$ cat config.mk
export PLATFORM = sky130hd
export DESIGN_NAME = debounce_sync
export DESIGN_NICKNAME = d
export VERILOG_FILES = /design/src/rtl/debounce_sync.sv
export SDC_FILE = /design/constraint.sdc
export NUM_CORES = 1
export LEC_CHECK = 0
export BUFFER_PORTS_ARGS = -buffer_cell sky130_fd_sc_hd__buf_2
export CAP_MARGIN = 10
export CORE_ASPECT_RATIO = 1.4
export CORE_UTILIZATION = 56
export CTS_CLUSTER_DIAMETER = 120
export CTS_CLUSTER_SIZE = 28
export DETAILED_ROUTE_END_ITERATION = 8
export PLACE_DENSITY = 0.77
export SYNTH_ARGS = -nofsm -noshare
export SYNTH_HDL_FRONTEND = slang
export SYNTH_SLANG_ARGS = --single-unit
$ cat constraint.sdc
create_clock -name clk -period 2.4 [get_ports clk]
set_input_delay 0.48 -clock clk [delete_from_list [all_inputs] [get_ports clk]]
set_output_delay 0.48 -clock clk [all_outputs]
set_load 0.005 [all_outputs]
$ cat src/rtl/debounce_sync.sv
// Input conditioner: two-flop synchronizer, then a qualification counter. The clean
// level x follows the pin only after STABLE_CYCLES consecutive disagreeing samples.
module debounce_sync #(
    parameter int STABLE_CYCLES = 50000,
    parameter int CNT_W         = 16
) (
    input  logic       clk,
    input  logic       rst_n,
    input  logic       btn_in,
    output logic       x,
    output logic       rise,
    output logic       fall,
    output logic [7:0] evt_cnt
);

    typedef enum logic {
        ST_STABLE   = 1'b0,
        ST_COUNTING = 1'b1
    } state_t;

    localparam logic [CNT_W-1:0] CNT_LIMIT = CNT_W'(STABLE_CYCLES - 1);

    state_t           state_q, state_d;
    logic [CNT_W-1:0] cnt_q, cnt_d;
    logic             s1_q, s1_d;
    logic             s2_q, s2_d;
    logic             x_q, x_d;
    logic             rise_q, rise_d;
    logic             fall_q, fall_d;
    logic [7:0]       evt_cnt_q, evt_cnt_d;

    always_comb begin
        state_d   = state_q;
        cnt_d     = cnt_q;
        s1_d      = btn_in;
        s2_d      = s1_q;
        x_d       = x_q;
        rise_d    = 1'b0;
        fall_d    = 1'b0;
        evt_cnt_d = evt_cnt_q;

        case (state_q)
            ST_STABLE: begin
                cnt_d = '0;
                if (s2_q != x_q) begin
                    state_d = ST_COUNTING;
                    cnt_d   = CNT_W'(1);
                end
            end
            ST_COUNTING: begin
                // A bounce back to x wins even on the cycle the limit is reached.
                if (s2_q == x_q) begin
                    state_d = ST_STABLE;
                    cnt_d   = '0;
                end else if (cnt_q == CNT_LIMIT) begin
                    state_d = ST_STABLE;
                    cnt_d   = '0;
                    x_d     = s2_q;
                    rise_d  = s2_q;
                    fall_d  = ~s2_q;
                    if (s2_q) begin
                        evt_cnt_d = evt_cnt_q + 8'd1;
                    end
                end else begin
                    cnt_d = cnt_q + CNT_W'(1);
                end
            end
            default: begin
                state_d = ST_STABLE;
                cnt_d   = '0;
            end
        endcase
    end

    always_ff @(posedge clk) begin
        if (!rst_n) begin
            state_q   <= ST_STABLE;
            cnt_q     <= '0;
            s1_q      <= 1'b0;
            s2_q      <= 1'b0;
            x_q       <= 1'b0;
            rise_q    <= 1'b0;
            fall_q    <= 1'b0;
            evt_cnt_q <= 8'd0;
        end else begin
            state_q   <= state_d;
            cnt_q     <= cnt_d;
            s1_q      <= s1_d;
            s2_q      <= s2_d;
            x_q       <= x_d;
            rise_q    <= rise_d;
            fall_q    <= fall_d;
            evt_cnt_q <= evt_cnt_d;
        end
    end

    assign x       = x_q;
    assign rise    = rise_q;
    assign fall    = fall_q;
    assign evt_cnt = evt_cnt_q;

endmodule

* Word level (Yosys, flattened, before mapping)
Cells that the tools add are included.
Word-level totals: word-level logic and storage cells 29, bits in registers 30, output and inout bits 11
Operators by class: muxes and demuxes 8, equality and inequality tests 3, bitwise logic cells 5, add/subtract/negate cells 2, reductions and logical operators 3
Operators with widths (count):
- 16-bit 2-to-1 mux | 2
- 16-bit one-hot mux with 2 select lines | 1
- 16-bit by 1-bit adder with 16-bit output, second input constant | 1
- 16-bit equality test, second input constant | 1
- 8-bit by 1-bit adder with 8-bit output, second input constant | 1
- 1-bit NOT | 5
- 1-bit 2-to-1 mux | 4
- 4-bit AND reduction | 1
- 4-bit OR reduction | 1
- 3-bit AND reduction | 1
- 1-bit one-hot mux with 2 select lines | 1
- 1-bit equality test | 1
- 1-bit != test | 1

* Logic depth before layout (Yosys ltp)
word-level depth 4, depth in mapped cells 7, gate-level depth less buffers 5

* Least setup slack after synthesis
Ideal clock, no wire load.
path kind register -> register, start register cnt_q[4], end register evt_cnt_q[3] (netlist: evt_cnt[3]), setup time 0.072 ns, path buffers 1, cell stages (with the launch flop) 6, clock period less this slack 2.054 ns, slack 0.346 ns, arrival time 1.982 ns, cells stage by stage dfxtp_1 > or4b_1 > or4_1 > buf_2 > or4_1 > a21oi_1
Between the ends: longest elaborated chain between the ends 2
Ends and longest elaborated chain:
- from (decl) | RTL line 24 | logic [CNT_W-1:0] cnt_q, cnt_d;
- from (signal assigned) | RTL line 87 | cnt_q <= cnt_d;
- 16-bit equality test | RTL line 55 | end else if (cnt_q == CNT_LIMIT) begin
- 4-bit AND reduction (no line)
- to (signal assigned) | RTL line 93 | evt_cnt_q <= evt_cnt_d;
- to (decl) | RTL line 30 | logic [7:0] evt_cnt_q, evt_cnt_d;
No other way between the ends. A chain may end at the register's enable or synchronous reset.

* Worst setup path after layout
start register cnt_q[4], end register evt_cnt_q[7] (netlist: evt_cnt[7])
Same word-level chain as after synthesis.

==> summary.md <==
| Metric | Value |
|---|---|
| Worst Hold Class | input port to flip-flop |
| Clock Skew | 14.5 ps |
| Switching Fraction | 20.8% |
| Switch Pwr | 0.189 mW |
| Number of DRC markers in iteration 0 | 19 |
| Delay-heaviest family, CP | simple AND/OR/NAND/NOR gates |
| Syn Inst Count | 148 |
| Final WL | 2580 um |
| Number of port buffers | 13 |
| Drt wl/cell | 13.7 um |
| Htree depth | 2 |
| Die Wd | 43.0 um |
| Part of the power in the clock network | 43.7% |
| Setup Viol. Count Final | 0 |
| Flop pwr share | 55.3% |
| Met3 WL | 89 um |
| Max Cap Viol | 0 |
| CP Buf/Inv Count | 0 |
| Setup bufs post-CTS | 0 |
| RSZ-0062 raised after global routing | no |
| Final Max Slew Viols | 0 |
| Post-DR vias/cell | 5.95 |
| CTS Buf Count | 5 |
| Internal Pwr Total | 0.719 mW |
| Avg Cell Area, Syn | 8.90 um^2 |
| Root Buffer | clkbuf_4 |
| Worst Tran Pin Value | 420 ps |
| F_max | 469 MHz |
| Crit-path cells | or4b_1 > or4_4 > or4_1 > a21oi_1 |
| Grt total ovfl | 0 |
| Startpoint Class | flip-flop |
| Final Cycle Share | 88.8% |
| Seq/Total Area, Yosys | 45.6% |
| Synthesized area | 1320 um^2 |
| #FFs+latches synth | 30 |
| Final hold violations | 0 |
| Fin util | 67.8% |
| Share of cells above drive strength 1 | 15.6% |
| Die area | 2550 um^2 |
| Combinational Power Share | 1.0% |
| Distinct cells, synth | 31 |
| Static leakage | 0.485 nW |
| Antenna Cells | 0 |
| DR top layer | met4 |
| Chip height | 59.4 um |
| CP max stage cell | or4b_1 |
| Detailed placement HPWL | 1880 um |
| Peak supply drop | 740 uV |
| Initial antenna violation count | 0 |
| Tmin final | 2130 ps |
| Worst Setup Path Type | flip-flop to flip-flop |
| Routed vias | 1125 |
| Clk buf depth | 2 |
| Final worst slack | 268 ps |
| WL met2 | 1360 um |
| Synthesized Nets | 153 |
| CTS tree | done |
| WP data arrival | 2410 ps |
| Ys Warns | 0 |
| Required time worst endpoint | 2680 ps |
| DRC Markers | 0 |
| Pwr Density | 608 nW/um^2 |
| Setup TNS | 0 ps |
| Largest net degree at the start of global routing | 15 |
| TritonRoute pass-1 iters | 4 |
| Routability cong. | 0.875 |
| Vias in the first global route | 1076 |
| Finished layout cell area | 1490 um^2 |
| Total track usage | 24.1% |
| Rows | 20 |
| Worst hold slack | 344 ps |
| Initial Util | 59.8% |
| Placed Area | 1410 um^2 |
| Pre-CTS WS | 151 ps |
| # clock sinks | 30 |
| Worst setup EP type | flip-flop |
| Total core area | 2200 um^2 |
| Post-detailed-route count of antenna-violating nets | 0 |
| Worst Path Max Fanout | 14 |
| Num ports | 14 |
| Synthesis-to-layout area growth | 13.3% |
| Slew headroom | 71.8% |
| Met1 Wirelength | 1060 um |
| Max stage delay on crit path | 550 ps |
| First-pass GRT wire length | 4490 um |
| Clock slew at reported path FFs | 100 ps |
| Outcome | completed |
| Clk_lat worst skew | 340 ps |
| Post-layout net count | 171 |
-- per-stage QoR --
step | instances | total power, mW
2_1_floorplan | 148 | 0.518
3_3_place_gp | 181 | 0.522
3_5_place_dp | 181 | 0.523
4_1_cts | 189 | 0.920
5_1_grt | 189 | 0.941
6_report | 189 | 0.908
-- sequential cells by signal (all words and copies together), names as in the netlist --
name / cells
s2_q: 1
evt_cnt: 8
state_q: 1
cnt_q: 16
fall: 1
x: 1
s1_q: 1
rise: 1
-- worst paths after layout --
path         slack [ps]  startpoint          to  depth (start not counted)
max reg2reg         270    cnt_q[4]  evt_cnt[7]                          4
min                 340      btn_in        s1_q                          2
max                 270    cnt_q[4]  evt_cnt[7]                          4
min reg2reg         440        s1_q        s2_q                          1
-- area by class of cell --
class	instances	area, um^2
fill	188	709
sequential	30	601
multi-input combinational	107	677
timing repair buffer	16	87.6
clock inverter	3	40.0
tap	22	27.5
inverter	6	22.5
clock buffer	5	37.5
-- power by group through the flow --
stage               logic, mW  clock network (mW)  registers [mW]
CTS                   0.00895               0.409           0.502
detailed placement    0.00892                   0           0.514
floorplan             0.00514                   0           0.513
global placement      0.00847                   0           0.513
global route           0.0103               0.428           0.503
finish                0.00870               0.397           0.502
-- synth_stat cells (all sizes together) --
cell	instances	area, um^2
dfxtp	30	601
nor2	16	60.1
nand3	11	55.1
a21oi	10	50.1
xnor2	10	87.6
or4	7	52.6
nor3	6	30.0
nor4	6	37.5
o31ai	6	45.0
inv	5	18.8
nand2	5	18.8
nand4	5	31.3
xor2	5	43.8
o21ai	4	20.0
clkbuf	3	11.3
and2	2	12.5
buf	2	10.0
ha	2	25.0
nand4bb	2	22.5
or4b	2	20.0
and3	1	6.26
and3b	1	8.76
and4	1	8.76
clkinv	1	3.75
nand3b	1	7.51
nor2b	1	6.26
or2	1	6.26
or3	1	6.26
or4bb	1	11.3
-- per-layer routing --
| layer | up-vias | track usage, % |
|---|---|---|
| li1 | 566 | - |
| met1 | 536 | 24.8 |
| met2 | 19 | 42.0 |
| met3 | 4 | 7.62 |
| met4 | 0 | 15.2 |
| met5 | - | 0 |
-- worst register-to-register path, delay by kind of cell, from the launching register on --
family	cells	cell delay [ps]
AOI/OAI and AO/OA	1	140
DFF	1	370
and+or+nand+nor	3	1560
-- cells by family after synthesis --
kind of cell / share of synthesized area [%]
DFF: 45.6
AOI/OAI and AO/OA: 8.74
and+or+nand+nor: 30.5
buffers and inverters: 3.32
adders and majority gates: 1.90
xor gates and xnor gates: 9.97
-- what timing repair did --
item | 4_1_cts | 5_1_grt
hold buffers | 0 | 0
gates resized for setup | 0 | 1
setup endpoints to repair | 0 | 2
-- placed cells by master, fill, tap and decap left out --
cell and instances:
nand4_1 5, nand3b_1 1, or2_1 1, or4_4 1, or4_1 6, or3_1 1, o31ai_1 6, ha_1 2
and3b_1 1, and4_1 1, xor2_1 5, dfxtp_1 30, or4bb_1 1, o21ai_1 2, nand3_1 11, buf_2 13
nor3_1 6, clkinv_1 1, o21ai_0 2, nor2_1 16, and3_1 1, and2_1 2, or4b_2 1, xnor2_1 10
clkinv_2 2, nor4_1 6, clkbuf_4 5, nor2b_1 1, buf_4 3, or4b_1 1, a21oi_1 10, nand4bb_1 2
inv_1 5, nand2_1 5, bufinv_16 1
Power figures use the tool's default switching activity.
